$ cat src/rtl/round_ctrl.sv
// AES-128 encryption round controller: iterates one round per accepted round key
// over a 128-bit state register. Define ROUND_CTRL_ABORT_EN to add the abort input.

module sub_bytes (
   input  logic [127:0] din,
   output logic [127:0] dout
);
   localparam logic [2047:0] SBOX = {
      128'h637c777bf26b6fc53001672bfed7ab76, 128'hca82c97dfa5947f0add4a2af9ca472c0,
      128'hb7fd9326363ff7cc34a5e5f171d83115, 128'h04c723c31896059a071280e2eb27b275,
      128'h09832c1a1b6e5aa0523bd6b329e32f84, 128'h53d100ed20fcb15b6acbbe394a4c58cf,
      128'hd0efaafb434d338545f9027f503c9fa8, 128'h51a3408f929d38f5bcb6da2110fff3d2,
      128'hcd0c13ec5f974417c4a77e3d645d1973, 128'h60814fdc222a908846eeb814de5e0bdb,
      128'he0323a0a4906245cc2d3ac629195e479, 128'he7c8376d8dd54ea96c56f4ea657aae08,
      128'hba78252e1ca6b4c6e8dd741f4bbd8b8a, 128'h703eb5664803f60e613557b986c11d9e,
      128'he1f8981169d98e949b1e87e9ce5528df, 128'h8ca1890dbfe6426841992d0fb054bb16};

   function automatic logic [7:0] sbox(input logic [7:0] a);
      logic [10:0] base;
      base = 11'd2047 - {a, 3'b000};
      return SBOX[base -: 8];
   endfunction

   for (genvar i = 0; i < 16; i++) begin : g_byte
      assign dout[8*i +: 8] = sbox(din[8*i +: 8]);
   end
endmodule

module shift_rows (
   input  logic [127:0] din,
   output logic [127:0] dout
);
   // Byte 4*c+r sits at bits [127-8*(4c+r) -: 8]; row r rotates left by r columns.
   for (genvar c = 0; c < 4; c++) begin : g_col
      for (genvar r = 0; r < 4; r++) begin : g_row
         assign dout[127-8*(4*c+r) -: 8] = din[127-8*(4*((c+r)%4)+r) -: 8];
      end
   end
endmodule

module mix_col (
   input  logic [127:0] din,
   output logic [127:0] dout
);
   function automatic logic [7:0] xt(input logic [7:0] b);
      return {b[6:0], 1'b0} ^ (b[7] ? 8'h1b : 8'h00);
   endfunction

   for (genvar c = 0; c < 4; c++) begin : g_col
      logic [7:0] a0, a1, a2, a3;
      assign a0 = din[127-32*c -: 8];
      assign a1 = din[119-32*c -: 8];
      assign a2 = din[111-32*c -: 8];
      assign a3 = din[103-32*c -: 8];
      assign dout[127-32*c -: 8] = xt(a0) ^ xt(a1) ^ a1 ^ a2 ^ a3;
      assign dout[119-32*c -: 8] = a0 ^ xt(a1) ^ xt(a2) ^ a2 ^ a3;
      assign dout[111-32*c -: 8] = a0 ^ a1 ^ xt(a2) ^ xt(a3) ^ a3;
      assign dout[103-32*c -: 8] = xt(a0) ^ a0 ^ a1 ^ a2 ^ xt(a3);
   end
endmodule

module round_ctrl (
   input  logic         clk,
   input  logic         n_rst,
   input  logic         start,
`ifdef ROUND_CTRL_ABORT_EN
   input  logic         abort,
`endif
   input  logic [127:0] data_in,
   input  logic [127:0] round_key,
   input  logic         key_valid,
   output logic         key_req,
   output logic [3:0]   round_num,
   output logic [127:0] data_out,
   output logic         busy,
   output logic         done
);
   localparam logic [2:0] IDLE  = 3'd0;
   localparam logic [2:0] INIT  = 3'd1;
   localparam logic [2:0] ROUND = 3'd2;
   localparam logic [2:0] FINAL = 3'd3;
   localparam logic [2:0] DONE  = 3'd4;

   logic [2:0]   fsm_q, fsm_d;
   logic [127:0] blk_q, blk_d;
   logic [3:0]   rnd_q, rnd_d;
   logic [127:0] dout_q, dout_d;
   logic [127:0] sb_out, sr_out, mc_out;

   sub_bytes  u_sub_bytes  (.din(blk_q),  .dout(sb_out));
   shift_rows u_shift_rows (.din(sb_out), .dout(sr_out));
   mix_col    u_mix_col    (.din(sr_out), .dout(mc_out));

   assign key_req   = (fsm_q == INIT) || (fsm_q == ROUND) || (fsm_q == FINAL);
   assign busy      = (fsm_q != IDLE);
   assign done      = (fsm_q == DONE);
   assign round_num = rnd_q;
   assign data_out  = dout_q;

   always_comb begin
      fsm_d  = fsm_q;
      blk_d  = blk_q;
      rnd_d  = rnd_q;
      dout_d = dout_q;
      case (fsm_q)
         IDLE: if (start) begin
            blk_d = data_in;
            rnd_d = 4'd0;
            fsm_d = INIT;
         end
         INIT: if (key_valid) begin
            blk_d = blk_q ^ round_key;
            rnd_d = 4'd1;
            fsm_d = ROUND;
         end
         ROUND: if (key_valid) begin
            blk_d = mc_out ^ round_key;
            rnd_d = rnd_q + 4'd1;
            if (rnd_q == 4'd9) fsm_d = FINAL;
         end
         FINAL: if (key_valid) begin
            dout_d = sr_out ^ round_key;
            fsm_d  = DONE;
         end
         DONE:    fsm_d = IDLE;
         default: fsm_d = IDLE;
      endcase
`ifdef ROUND_CTRL_ABORT_EN
      // Abort wins over a same-cycle key and leaves the last ciphertext intact.
      if (abort && key_req) begin
         fsm_d  = IDLE;
         rnd_d  = 4'd0;
         blk_d  = blk_q;
         dout_d = dout_q;
      end
`endif
   end

   always_ff @(posedge clk or negedge n_rst) begin
      if (!n_rst) begin
         fsm_q  <= IDLE;
         blk_q  <= '0;
         rnd_q  <= '0;
         dout_q <= '0;
      end else begin
         fsm_q  <= fsm_d;
         blk_q  <= blk_d;
         rnd_q  <= rnd_d;
         dout_q <= dout_d;
      end
   end
endmodule

$ cat config.mk
export PLATFORM = sky130hd
export DESIGN_NAME = round_ctrl
export DESIGN_NICKNAME = d
export VERILOG_FILES = /design/src/rtl/round_ctrl.sv
export SDC_FILE = /design/constraint.sdc
export NUM_CORES = 2
export LEC_CHECK = 0
export ABC_AREA = 1
export ABC_CLOCK_PERIOD_IN_PS = 8900
export CELL_PAD_IN_SITES_DETAIL_PLACEMENT = 1
export CELL_PAD_IN_SITES_GLOBAL_PLACEMENT = 1
export CORE_MARGIN = 2
export CORE_UTILIZATION = 40
export DETAILED_ROUTE_END_ITERATION = 10
export PLACE_DENSITY_LB_ADDON = 0.1
export SLEW_MARGIN = 10
export SYNTH_ARGS = -nofsm -noshare
export SYNTH_HDL_FRONTEND = slang
export SYNTH_SLANG_ARGS = --single-unit
$ cat constraint.sdc
create_clock -name clk -period 8.9 [get_ports clk]
set_input_delay 1.78 -clock clk [delete_from_list [all_inputs] [get_ports clk]]
set_output_delay 1.78 -clock clk [all_outputs]
set_load 0.01 [all_outputs]
# == Yosys cells after proc, flatten, opt, wreduce, memory -nomap -nowiden ==
# Index checks and enable logic that the tools add are counted.
# word_totals
output_inout_bits,135
input_bits,260
ff_bits,263
word_cells,168
# classes
n_reduce_logical,8
muxes,30
eq_ne,10
n_shift,16
bitwise,83
add_sub_neg,17
# ops
op,count
$shiftx A2055 B12 Y8 const A,16
$xor A8 B8 Y8,79
$mux W128,3
$pmux W128 S3,1
$xor A128 B128 Y128,3
$sub A11 B11 Y11 const A,16
$mux W5,16
$mux W3,5
$mux W4,3
$pmux W3 S4,1
$pmux W4 S3,1
$ne A2 B2 Y1 const B,4
$xor A8 B5 Y8,1
$eq A3 B2 Y1 const B,2
$reduce_bool A3 Y1,2
$reduce_and A5 Y1,1
$add A4 B1 Y4 const B,1
$eq A4 B4 Y1 const B,1
$reduce_and A4 Y1,1
$eq A3 B1 Y1 const B,1
$eq A3 B3 Y1 const B,1
$logic_not A3 Y1,1
$logic_or A1 B1 Y1,2
$ne A2 B1 Y1 const B,1
$reduce_and A2 Y1,1

# == Logic depth before layout (Yosys ltp) ==
# logic_depth
ltp_word,11
mapped_depth,29
depth_no_buf,27

# == Hierarchy ==
# A second synthesis with hierarchy kept.
# hier_totals
cells_unflattened,14089
hier_area_um2,71696.3
# by_module_without_submodules
mod,seq_area_each_um2,cells_per_inst,area_per_inst_um2,n_inst
sub_bytes,0.0,9573,44868.0,1
round_ctrl,6581.3,2644,18156.2,1
mix_col,0.0,1744,7711.1,1
shift_rows,0.0,128,960.9,1

# == Least setup slack after synthesis ==
# OpenSTA, ideal clock, no wires.
# synth_path
kind,input -> register
from,input port start
to,register blk_q[33]
n_path_buf,2
stages,9
slack_ns,5.665
t_arrival_ns,3.118
setup_time_ns,0.117
required_time_ns,8.783
path_cell_list,or2_2 > o21ai_0 > nor2_1 > inv_1 > clkbuf_1 > clkbuf_1 > nor2_1 > nand2_1 > nand2_1
# synth_between
elab_chain_len,2
# synth_lines
item,line_no,source
start: declaration,65,"input logic start,"
$ne A2 B2 Y1 (no source line),-,
$reduce_and A4 Y1 (no source line),-,
end signal: assignment,147,blk_q <= blk_d;
end: declaration,85,"logic [127:0] blk_q, blk_d;"
# No other way between the ends.
# A chain may end at the register's enable or synchronous reset.

# == Worst setup path after layout ==
# layout_path
from,register blk_q[90]
to,register blk_q[89]
# layout_between
elab_chain_len,11
# layout_lines
item,line_no,source
$sub A11 B11 Y11 *,20,"base = 11'd2047 - {a, 3'b000};"
$shiftx A2055 B12 Y8 *,21,return SBOX[base -: 8];
$mux W5,46,"return {b[6:0], 1'b0} ^ (b[7] ? 8'h1b : 8'h00);"
$xor A8 B8 Y8 *,46,
$xor A8 B8 Y8 * (4 in a row),55,assign dout[127-32*c -: 8] = xt(a0) ^ xt(a1) ^ a1 ^ a2 ^ a3;
$xor A128 B128 Y128 *,117,blk_d = mc_out ^ round_key;
$mux W128 *,116,ROUND: if (key_valid) begin
$pmux W128 S3 *,105,case (fsm_q)
# Every way passes the cells marked *; elsewhere a longest branch is shown, timed or not. The select of a mux whose other input is x is not followed.

==> impl_results.md <==
* Cells after Synth at between 10k and 15k
* CP endpoint: blk_q[89]$_DFFE_PN0P_
* R2r setup slk at 3380 ps
* R2R Path Start: blk_q[90]$_DFFE_PN0P_
* Residual DRC count at 2
* Maximum fanout along the worst path at 32
* Max clock buf depth at 3
* Die H at 428 µm
* First-pass GRT wire length at 709000 µm
* Starting Density at roughly 40%
* Largest net degree at the start of global routing at between 100 and 150
* DP HPWL at 362000 µm
* Final hold violation count at 0
* Clock Sinks at 263
* GR Overflow Total at 0
* Crit path kind: flop to flop
* Reg2reg end: blk_q[89]$_DFFE_PN0P_
* Core area at 178000 µm²
* Yosys reg bits at approximately 260
* Worst-margin pin slew at roughly 1200 ps
* Fin util at a little over two fifths
* Critical path launch point type: flop
* CTS clk-pin slew, worst paths at 60 ps
* Drt total wl at 486000 µm
* Critical Path AT at 6080 ps
* CP required at between 9000 and 10000 ps
* Antenna viol nets, final at 0
* Clock root buffer: clkbuf_16
* Placed inst area at 75900 µm²
* Via count at roughly 110k
* Final period util at 62.0%
* Die Wd at 428 µm
* Critical path endpoint category: flop
* Cell row count at 155
* # setup viols final at 0
* Slew margin rel. at 22.7%
* Asr flop ratio synth at 100%
* Number of detailed-route iterations in the first pass at 11
* CTS tree: yes
* Avg Cell Area, Syn at 4.81 µm²
* IO buf count at 394
* Post-synth EDFFs at 0
* Failing checks: DRC
* Sequential area share after synthesis at 9.17%
* # hold bufs at CTS at 0
* Syn Std Cell Area at 71800 µm²
* Iter 0 DRT Violations at 18.4k
* Fraction of layout cells with a size suffix above 1 at roughly 2.4%
* Unique masters post-synth at 44
* CTS H-tree depth at 2
* Mean routed wirelength per cell at 28.5 µm
* Status: complete, but fails checks
* Worst skew pair latency at 680 ps
* Max Clock Skew at 46.2 ps
* GRT Total Usage at 50.4%
* Fin crit period at roughly 5500 ps
* Highest Clock Rate at 181 MHz
* Clock buffer count from CTS at 38
* GP Congestion at around 1.1
* Area added between synthesis and finish at 7.75%
* Main synth FF type: dfrtp_1
* Max cap viols at 0
* Reg2reg path depth at 25
* Syn_nets at 15.4k
* Via density at 6.66
* Initial antenna violation count at 65
* Cell area after layout at 77400 µm²
* Number of global-route vias before repair at 110k
* Sum Neg Setup Slack at 0 ps
* Die area at around 180000 µm²
* Top Ports at 395
* Yosys Warn Count at 0
* Post_cts resized at 0
* Final #Nets at 15.1k
* CP Launch Point: blk_q[90]$_DFFE_PN0P_
* Worst hold path type: flop to flop
* Final Max Tran Viols at 0
* Unrepaired setup endpoints after global routing: no
* Setup bufs post-CTS at 0
-- cells by family (layout without fill, tap and decap cells) --
| family | after synthesis | after routing | share of synthesized area (%) |
|---|---|---|---|
| compound gates | 1341 | 1341 | 10.3 |
| fa+ha+maj | 236 | 236 | 4.11 |
| flops | 263 | 263 | 9.17 |
| other cells | 0 | 49 | 0 |
| xor+xnor | 39 | 39 | 0.476 |
| mux | 11 | 11 | 0.173 |
| buf+inv | 1855 | 1598 | 10.7 |
| simple gates | 11179 | 11179 | 65.1 |
-- cells in the mapped netlist (8+ instances only) --
cell type	count	area share [%]
a21oi_1	365	2.5
a31oi_1	54	0.47
buf_1	127	0.66
buf_2	338	2.4
buf_4	63	0.66
buf_6	10	0.16
clkbuf_1	334	1.7
clkinv_1	26	0.14
dfrtp_1	263	9.2
ha_1	236	4.1
inv_1	911	4.8
inv_2	39	0.20
mux2_2	11	0.17
nand2_1	6624	35
nand2_2	32	0.28
nand3_1	3476	24
nand3b_1	31	0.32
nand4_1	47	0.41
nor2_1	924	4.8
nor3_1	19	0.13
o211ai_1	194	2.0
o21ai_0	655	4.6
o21ai_1	27	0.19
o22ai_1	13	0.11
o31ai_1	8	0.084
or2_2	15	0.13
xnor2_1	14	0.17
xor2_1	25	0.30
-- per-layer routing --
| layer | wire (µm) | GRT usage, % |
|---|---|---|
| met1 | 177000 | 62.1 |
| met4 | 45000 | 37.9 |
| met3 | 67600 | 16.7 |
| met5 | 460 | 1.22 |
| met2 | 195000 | 72.2 |
-- worst max-delay path, cell delays in order (launching register included) --
cell and delay [ps]:
dfrtp_1 370, buf_4 260, inv_1 830, nand2_1 620
nand2_1 380, inv_1 140, nand2_1 80, nand3_1 80
nand3_1 120, nand3_1 70, nand2_1 100, nand2_1 60
nand2_1 590, inv_1 380, nand2_1 180, nand2_1 110
nand2_1 90, nand2_1 80, nand2_1 80, nand2_1 200
nand2_1 180, nand2_1 80, nand2_1 60, nand3_1 80
nand2_1 90, nand2_1 50
-- metrics by stage --
stage	setup slack, ps	hold slack, ps	instances
2_1_floorplan	5660	551	14924
3_3_place_gp	3900	492	16954
3_5_place_dp	3760	510	16954
4_1_cts	3870	528	17022
5_1_grt	3260	544	17061
6_report	3380	530	17071
-- area by class of cell --
| cell class | instances | area, µm² |
|---|---|---|
| well taps | 2355 | 2950 |
| diodes | 49 | 123 |
| inverters | 976 | 3680 |
| multi-input cells | 12806 | 57500 |
| clock buffers | 51 | 1080 |
| repair buffers | 554 | 5190 |
| clock inverters | 17 | 206 |
| fillers | 27096 | 101000 |
| flip-flops and latches | 263 | 6600 |
-- cells in the final DEF, fill, tap and decap left out, types with 3 or more instances in the layout --
master and count:
ha_1 236, o31ai_1 8, mux2_2 11, nor3_1 19, nor2_2 6, inv_6 3
o21ai_0 655, buf_12 3, xor2_1 25, inv_2 45, dfrtp_1 247, buf_4 157
o21bai_1 6, diode_2 49, nor2_1 922, clkinv_4 4, a21oi_2 3, clkinv_1 26
clkbuf_8 6, o21ai_1 27, bufinv_16 3, a31oi_1 54, nand3_1 3476, clkinv_2 5
inv_1 903, clkbuf_16 39, o22ai_1 13, nand4_1 47, clkdlybuf4s50_1 393, nand2_2 32
nand3b_1 31, a22oi_1 7, or2_2 15, a21oi_1 365, o211ai_1 194, nand2_1 6623
clkbuf_1 6, xnor2_1 14, dfrtp_2 16
-- sequential cells by signal (all words and copies together), names as in the netlist --
register   cells
data_out     128
blk_q        128
round_num      4
fsm_q          3
-- how the worst min path moves through the flow --
| stage | to | depth (start not counted) | from | slack [ps] |
|---|---|---|---|---|
| finish | data_out[54]$_DFFE_PN0P_ | 1 | data_out[54]$_DFFE_PN0P_ | 530 |
| global route | data_out[24]$_DFFE_PN0P_ | 1 | data_out[24]$_DFFE_PN0P_ | 540 |
| CTS | data_out[54]$_DFFE_PN0P_ | 1 | data_out[54]$_DFFE_PN0P_ | 530 |
| detailed placement | data_out[54]$_DFFE_PN0P_ | 1 | data_out[54]$_DFFE_PN0P_ | 510 |
| global placement | blk_q[55]$_DFFE_PN0P_ | 2 | blk_q[55]$_DFFE_PN0P_ | 490 |
| floorplan | data_out[104]$_DFFE_PN0P_ | 1 | data_out[104]$_DFFE_PN0P_ | 550 |
Power is left out: the tool's default activity adds up to more than one toggle a clock period on the data nets, which glitch-free logic cannot reach.
